## config.mk

```make
export PLATFORM = sky130hd
export DESIGN_NAME = hazard_ctrl
export DESIGN_NICKNAME = d
export VERILOG_FILES = /design/src/rtl/riscv32_pkg.sv /design/src/rtl/sat_counter.sv /design/src/rtl/hazard_ctrl.sv
export SDC_FILE = /design/constraint.sdc
export NUM_CORES = 1
export LEC_CHECK = 0
export CORE_MARGIN = 4
export CORE_UTILIZATION = 44
export DETAILED_ROUTE_END_ITERATION = 8
export PLACE_DENSITY = 0.73
export SLEW_MARGIN = 20
export SYNTH_ARGS = -nofsm -noshare
export SYNTH_HDL_FRONTEND = slang
export SYNTH_SLANG_ARGS = --single-unit
```

## constraint.sdc

```tcl
create_clock -name clk -period 4.9 [get_ports clk]
set_input_delay 0.49 -clock clk [delete_from_list [all_inputs] [get_ports clk]]
set_output_delay 0.49 -clock clk [all_outputs]
set_load 0.005 [all_outputs]
```

## src/rtl/riscv32_pkg.sv

```systemverilog
// Shared RV32 pipeline definitions: hazard FSM encoding and pipeline-register constants.
package riscv32_pkg;

  typedef enum logic [1:0] {
    RUN      = 2'd0,
    LU_STALL = 2'd1,
    SQUASH   = 2'd2,
    MEM_WAIT = 2'd3
  } hazard_state_e;

  localparam logic [31:0] NOP_INSTR     = 32'h0000_0013;
  localparam int          CTRL_BUNDLE_W = 14;

endpackage

```

## src/rtl/sat_counter.sv

```systemverilog
// Saturating up-counter: +1 per cycle with inc high, sticks at all-ones.
module sat_counter #(
  parameter int W = 16
) (
  input  logic         clk,
  input  logic         reset,
  input  logic         inc,
  output logic [W-1:0] count
);

  logic [W-1:0] count_q, count_d;

  always_comb begin
    count_d = count_q;
    if (inc && (count_q != {W{1'b1}})) count_d = count_q + 1'b1;
  end

  always_ff @(posedge clk) begin
    if (reset) count_q <= '0;
    else       count_q <= count_d;
  end

  assign count = count_q;

endmodule

```

## src/rtl/hazard_ctrl.sv

```systemverilog
// Pipeline hazard controller: load-use stalls, redirect squashes and dmem freezes,
// all resolved combinationally in the cycle they are seen, plus lost-cycle counters.
module hazard_ctrl #(
  parameter int FLUSH_CYCLES    = 2,
  parameter int LOAD_USE_CYCLES = 1,
  parameter int CNT_W           = 16
) (
  input  logic             clk,
  input  logic             reset,
  input  logic [4:0]       rs1_dec,
  input  logic [4:0]       rs2_dec,
  input  logic             rs1_used,
  input  logic             rs2_used,
  input  logic [4:0]       ex_rd,
  input  logic             ex_mem_read,
  input  logic             ex_reg_write,
  input  logic             redirect_ex,
  input  logic             dmem_busy,
  output logic             pc_en,
  output logic             if_dec_en,
  output logic             if_dec_flush,
  output logic             dec_ex_bubble,
  output logic             ex_mem_en,
  output logic [1:0]       state_o,
  output logic [CNT_W-1:0] stall_cnt,
  output logic [CNT_W-1:0] flush_cnt,
  output logic [CNT_W-1:0] mem_wait_cnt
);

  import riscv32_pkg::*;

  localparam logic [2:0] FLUSH_LD = 3'(FLUSH_CYCLES - 1);
  localparam logic [2:0] LU_LD    = 3'(LOAD_USE_CYCLES - 1);

  hazard_state_e state_q, state_d, saved_state_q, saved_state_d, eff_state;
  logic [2:0]    cnt_q, cnt_d, saved_cnt_q, saved_cnt_d, eff_cnt;
  logic          lu;
  logic          stall_inc, flush_inc, wait_inc;

  assign lu = ex_mem_read && ex_reg_write && (ex_rd != 5'd0) &&
              ((rs1_used && (rs1_dec == ex_rd)) || (rs2_used && (rs2_dec == ex_rd)));

  // On the cycle dmem_busy falls the frozen operation resumes immediately,
  // so the saved context stands in for MEM_WAIT.
  assign eff_state = (state_q == MEM_WAIT) ? saved_state_q : state_q;
  assign eff_cnt   = (state_q == MEM_WAIT) ? saved_cnt_q   : cnt_q;

  always_comb begin
    pc_en         = 1'b1;
    if_dec_en     = 1'b1;
    ex_mem_en     = 1'b1;
    if_dec_flush  = 1'b0;
    dec_ex_bubble = 1'b0;
    state_d       = eff_state;
    cnt_d         = eff_cnt;
    saved_state_d = saved_state_q;
    saved_cnt_d   = saved_cnt_q;
    stall_inc     = 1'b0;
    flush_inc     = 1'b0;
    wait_inc      = 1'b0;

    if (reset) begin
      if_dec_flush  = 1'b1;
      dec_ex_bubble = 1'b1;
      state_d       = RUN;
      cnt_d         = '0;
    end else if (dmem_busy) begin
      pc_en     = 1'b0;
      if_dec_en = 1'b0;
      ex_mem_en = 1'b0;
      state_d   = MEM_WAIT;
      cnt_d     = cnt_q;
      wait_inc  = 1'b1;
      if (state_q != MEM_WAIT) begin
        saved_state_d = state_q;
        saved_cnt_d   = cnt_q;
      end
    end else if (redirect_ex) begin
      if_dec_flush  = 1'b1;
      dec_ex_bubble = 1'b1;
      cnt_d         = FLUSH_LD;
      state_d       = (FLUSH_LD != 3'd0) ? SQUASH : RUN;
      flush_inc     = 1'b1;
    end else begin
      case (eff_state)
        LU_STALL: begin
          pc_en         = 1'b0;
          if_dec_en     = 1'b0;
          dec_ex_bubble = 1'b1;
          cnt_d         = eff_cnt - 3'd1;
          state_d       = (eff_cnt == 3'd1) ? RUN : LU_STALL;
          stall_inc     = 1'b1;
        end
        SQUASH: begin
          dec_ex_bubble = 1'b1;
          cnt_d         = eff_cnt - 3'd1;
          state_d       = (eff_cnt == 3'd1) ? RUN : SQUASH;
          flush_inc     = 1'b1;
        end
        RUN: begin
          if (lu) begin
            pc_en         = 1'b0;
            if_dec_en     = 1'b0;
            dec_ex_bubble = 1'b1;
            cnt_d         = LU_LD;
            state_d       = (LU_LD != 3'd0) ? LU_STALL : RUN;
            stall_inc     = 1'b1;
          end
        end
        default: ;
      endcase
    end
  end

  always_ff @(posedge clk) begin
    if (reset) begin
      state_q       <= RUN;
      cnt_q         <= '0;
      saved_state_q <= RUN;
      saved_cnt_q   <= '0;
    end else begin
      state_q       <= state_d;
      cnt_q         <= cnt_d;
      saved_state_q <= saved_state_d;
      saved_cnt_q   <= saved_cnt_d;
    end
  end

  assign state_o = state_q;

  sat_counter #(.W(CNT_W)) u_stall_cnt (
    .clk   (clk),
    .reset (reset),
    .inc   (stall_inc),
    .count (stall_cnt)
  );

  sat_counter #(.W(CNT_W)) u_flush_cnt (
    .clk   (clk),
    .reset (reset),
    .inc   (flush_inc),
    .count (flush_cnt)
  );

  sat_counter #(.W(CNT_W)) u_mem_wait_cnt (
    .clk   (clk),
    .reset (reset),
    .inc   (wait_inc),
    .count (mem_wait_cnt)
  );

endmodule

```

==> impl_metrics.ini <==
[status]
outcome = completed

[drt]
dr.pass1.iters = 6
drc = 0
routed_via_density = 5.343
drt_wl_total_mm = 7.730
wl_per_cell_um = 14.26
postRouteAntennaNets = 0
vias = 2896
drt_iter0_markers = 122

[synthesis]
ys_seq_elements = 58
synthArstFlopShare_pct = 0
syn-num-nets = 395
synth_area_mm2 = 0.003105
syn_avg_cell_area_um2 = 8.555
synthFlopType = dfxtp_1
synth-edff-count = 0
yosysUniqueCellTypes = 55
ys_seq_area_share_pct = 37.39
yosys_warnings = 0
syn_inst = 363

[floorplanning]
ioPinCount = 78
initial_utilization_pct = 45.46
core_mm2 = 0.006832
die_x_um = 92.01
die_area_mm2 = 0.008466
rows = 30
die_h_um = 92.01

[critical_path]
reg2reg_slack_ns = 2.32
crit_buf_inv = 2
cp_max_fo = 4
crit_cells = 7
setup.worst_path.end = if_dec_en
slowest_stage = clkdlybuf4s50_1
endpoint_kind = output pin
start_kind = input pin
cp.required_ns = 4.41
worstReg2RegEnd = u_flush_cnt.count[15]
crit_chain = clkdlybuf4s50_1, or3_1, o311a_4, nand3_1, a21oi_1, o21ai_1, clkdlybuf4s50_1
reg2reg_from = state_o[1]
crit_arrival_ns = 2.64
crit_top_cell = clkdlybuf4s50_1
crit_family = buffers and inverters
startpoint = ex_rd[0]
critPathMaxStageDelay_ns = 0.55
critPathKind = input pin to output pin
ff2ff_path_depth = 9

[layout]
diodes = 0
nNetsFinal = 473
final_cell_mix = clkdlybuf4s50_1 (76), dfxtp_1 (58), nor2_1 (40)
final_common_cell = clkdlybuf4s50_1
final_cells = 542
final_layout_size_suffix_gt1_share_pct = 6.951
area_growth_pct = 34.77

[sta]
clock_skew_ns = 0.007729
setup_viol = 0
rsz0062_at_grt = false
tightest_slew_ns = 0.9158
maxSlewViolCount = 0
setup-tns-final_ns = 0
min_period_ns = 3.131
slew_headroom_pct = 38.61
fmax_mhz = 319.4
finalCritPeriodShare_pct = 63.89
finalHoldViolCount = 0
setup_slack_ns = 1.769

[clock_tree]
postCtsSetupBuffers = 0
clk_pin_slew_ns = 0.06
clock_tree.buffer_depth = 2
cts-buffers-inserted = 9
clk-insertion-delay-late_ns = 0.34
cts_tree = built
numClockSinks = 58
cts_resized = 0
ctsHoldBuffers = 0
cts-root-buf = clkbuf_8
h-tree-depth = 3

[grt]
grt_overflow = 0
antenna_found_initial = 0
gr-max-usage-layer = met2
grt_util_met2_pct = 30.41
met3_usage_pct = 6.563
grt_use_total_pct = 18.89
grt_util_met1_pct = 23.48
grt_pass1_wl_mm = 13.07
grt_pass1_vias = 2855
grt_max_degree = 40

[place]
dp_worst_setup_slack_ns = 1.750
dp_cells = 526
hpwlAfterDp_mm = 5.398
portBuffers = 77
gp_congestion = 0.7801

[job]
cap_violations = 0

[power]
power_density_mw_per_mm2 = 272.6
total_power_mw = 1.141
p_leak_nw = 1.449
worst_ir_drop_vdd_mv = 0.2151

[hold_path]
hold_path_class = register to register
[logic make-up after synthesis]
kind of cell / synth area share, %
flops: 37.39
buf+inv: 3.183
xor+xnor: 9.871
fa+ha+maj: 3.626
compound gates: 14.83
mux: 2.699
simple gates: 28.40
[cells in the mapped netlist, types with 7 or more instances]
cell     instances  area [um2]
a21oi_1         23       115.1
and3_1           7       43.79
and4_1           7       61.31
dfxtp_1         58        1161
ha_1             9       112.6
inv_1           12       45.04
nand2_1         32       120.1
nand3_1         16       80.08
nand4_1         15       93.84
nor2_1          40       150.1
nor3_1          11       55.05
o21ai_0          8       40.04
o31ai_1          7       52.55
or3_1            8       50.05
xnor2_1         23       201.4
xor2_1          12       105.1
[layer usage]
| metal | part of all wire (%) | vias up |
|---|---|---|
| met3 | 6.7 | 8 |
| met2 | 45 | 91 |
| met4 | 1.1 | 0 |
| met5 | 0 | - |
| li1 | - | 1471 |
| met1 | 47 | 1326 |
[flip-flops by register name (all words and copies together) (netlist names)]
signal	flops
cnt_q	3
saved_cnt_q	3
saved_state_q	2
state_o	2
u_flush_cnt.count	16
u_mem_wait_cnt.count	16
u_stall_cnt.count	16
[metrics by stage]
step / util [%] / cell area [um2] / hold slack (ns)
finish: 61.26 / 4185 / 0.4654
global route: 61.26 / 4185 / 0.4900
CTS: 61.26 / 4185 / 0.4672
detailed placement: 57.75 / 3945 / 0.4586
global placement: 57.75 / 3945 / 0.4427
floorplan: - / 3105 / 0.4357
[where the power goes]
part	total (mW)	switching (mW)	internal (mW)
sequential	0.487	0.00775	0.479
combinational	0.115	0.0585	0.0561
clock	0.539	0.202	0.337
[layout make-up]
cell class	count	area [um2]
Clock inverter	7	116.4
Fill cell	625	2646
Sequential cell	58	1161
Timing Repair Buffer	78	773.2
Tap cell	96	120.1
Clock buffer	9	123.9
Multi-Input combinational cell	282	1846
Inverter	12	45.04
[how the worst min path moves through the flow]
| stage | endpoint | depth (start not counted) | from |
|---|---|---|---|
| 5_1_grt | saved_cnt_q[2] | 2 | saved_cnt_q[2] |
| 4_1_cts | saved_cnt_q[2] | 2 | saved_cnt_q[2] |
| 3_5_place_dp | saved_cnt_q[2] | 2 | saved_cnt_q[2] |
| 3_3_place_gp | saved_cnt_q[2] | 2 | saved_cnt_q[2] |
| 2_1_floorplan | saved_cnt_q[1] | 2 | saved_cnt_q[1] |
| 6_report | saved_cnt_q[2] | 2 | saved_cnt_q[2] |
[worst reg2reg max path, stage by stage (launching register included)]
cell and delay [ns]:
dfxtp_1 0.40, inv_1 0.05, o21ai_0 0.32, ha_1 0.25
nor2_1 0.05, nor3_1 0.45, o31ai_2 0.29, nor4_1 0.43
xnor2_1 0.17, nor2_1 0.06
Note: power is estimated with default switching activity, not from simulation.
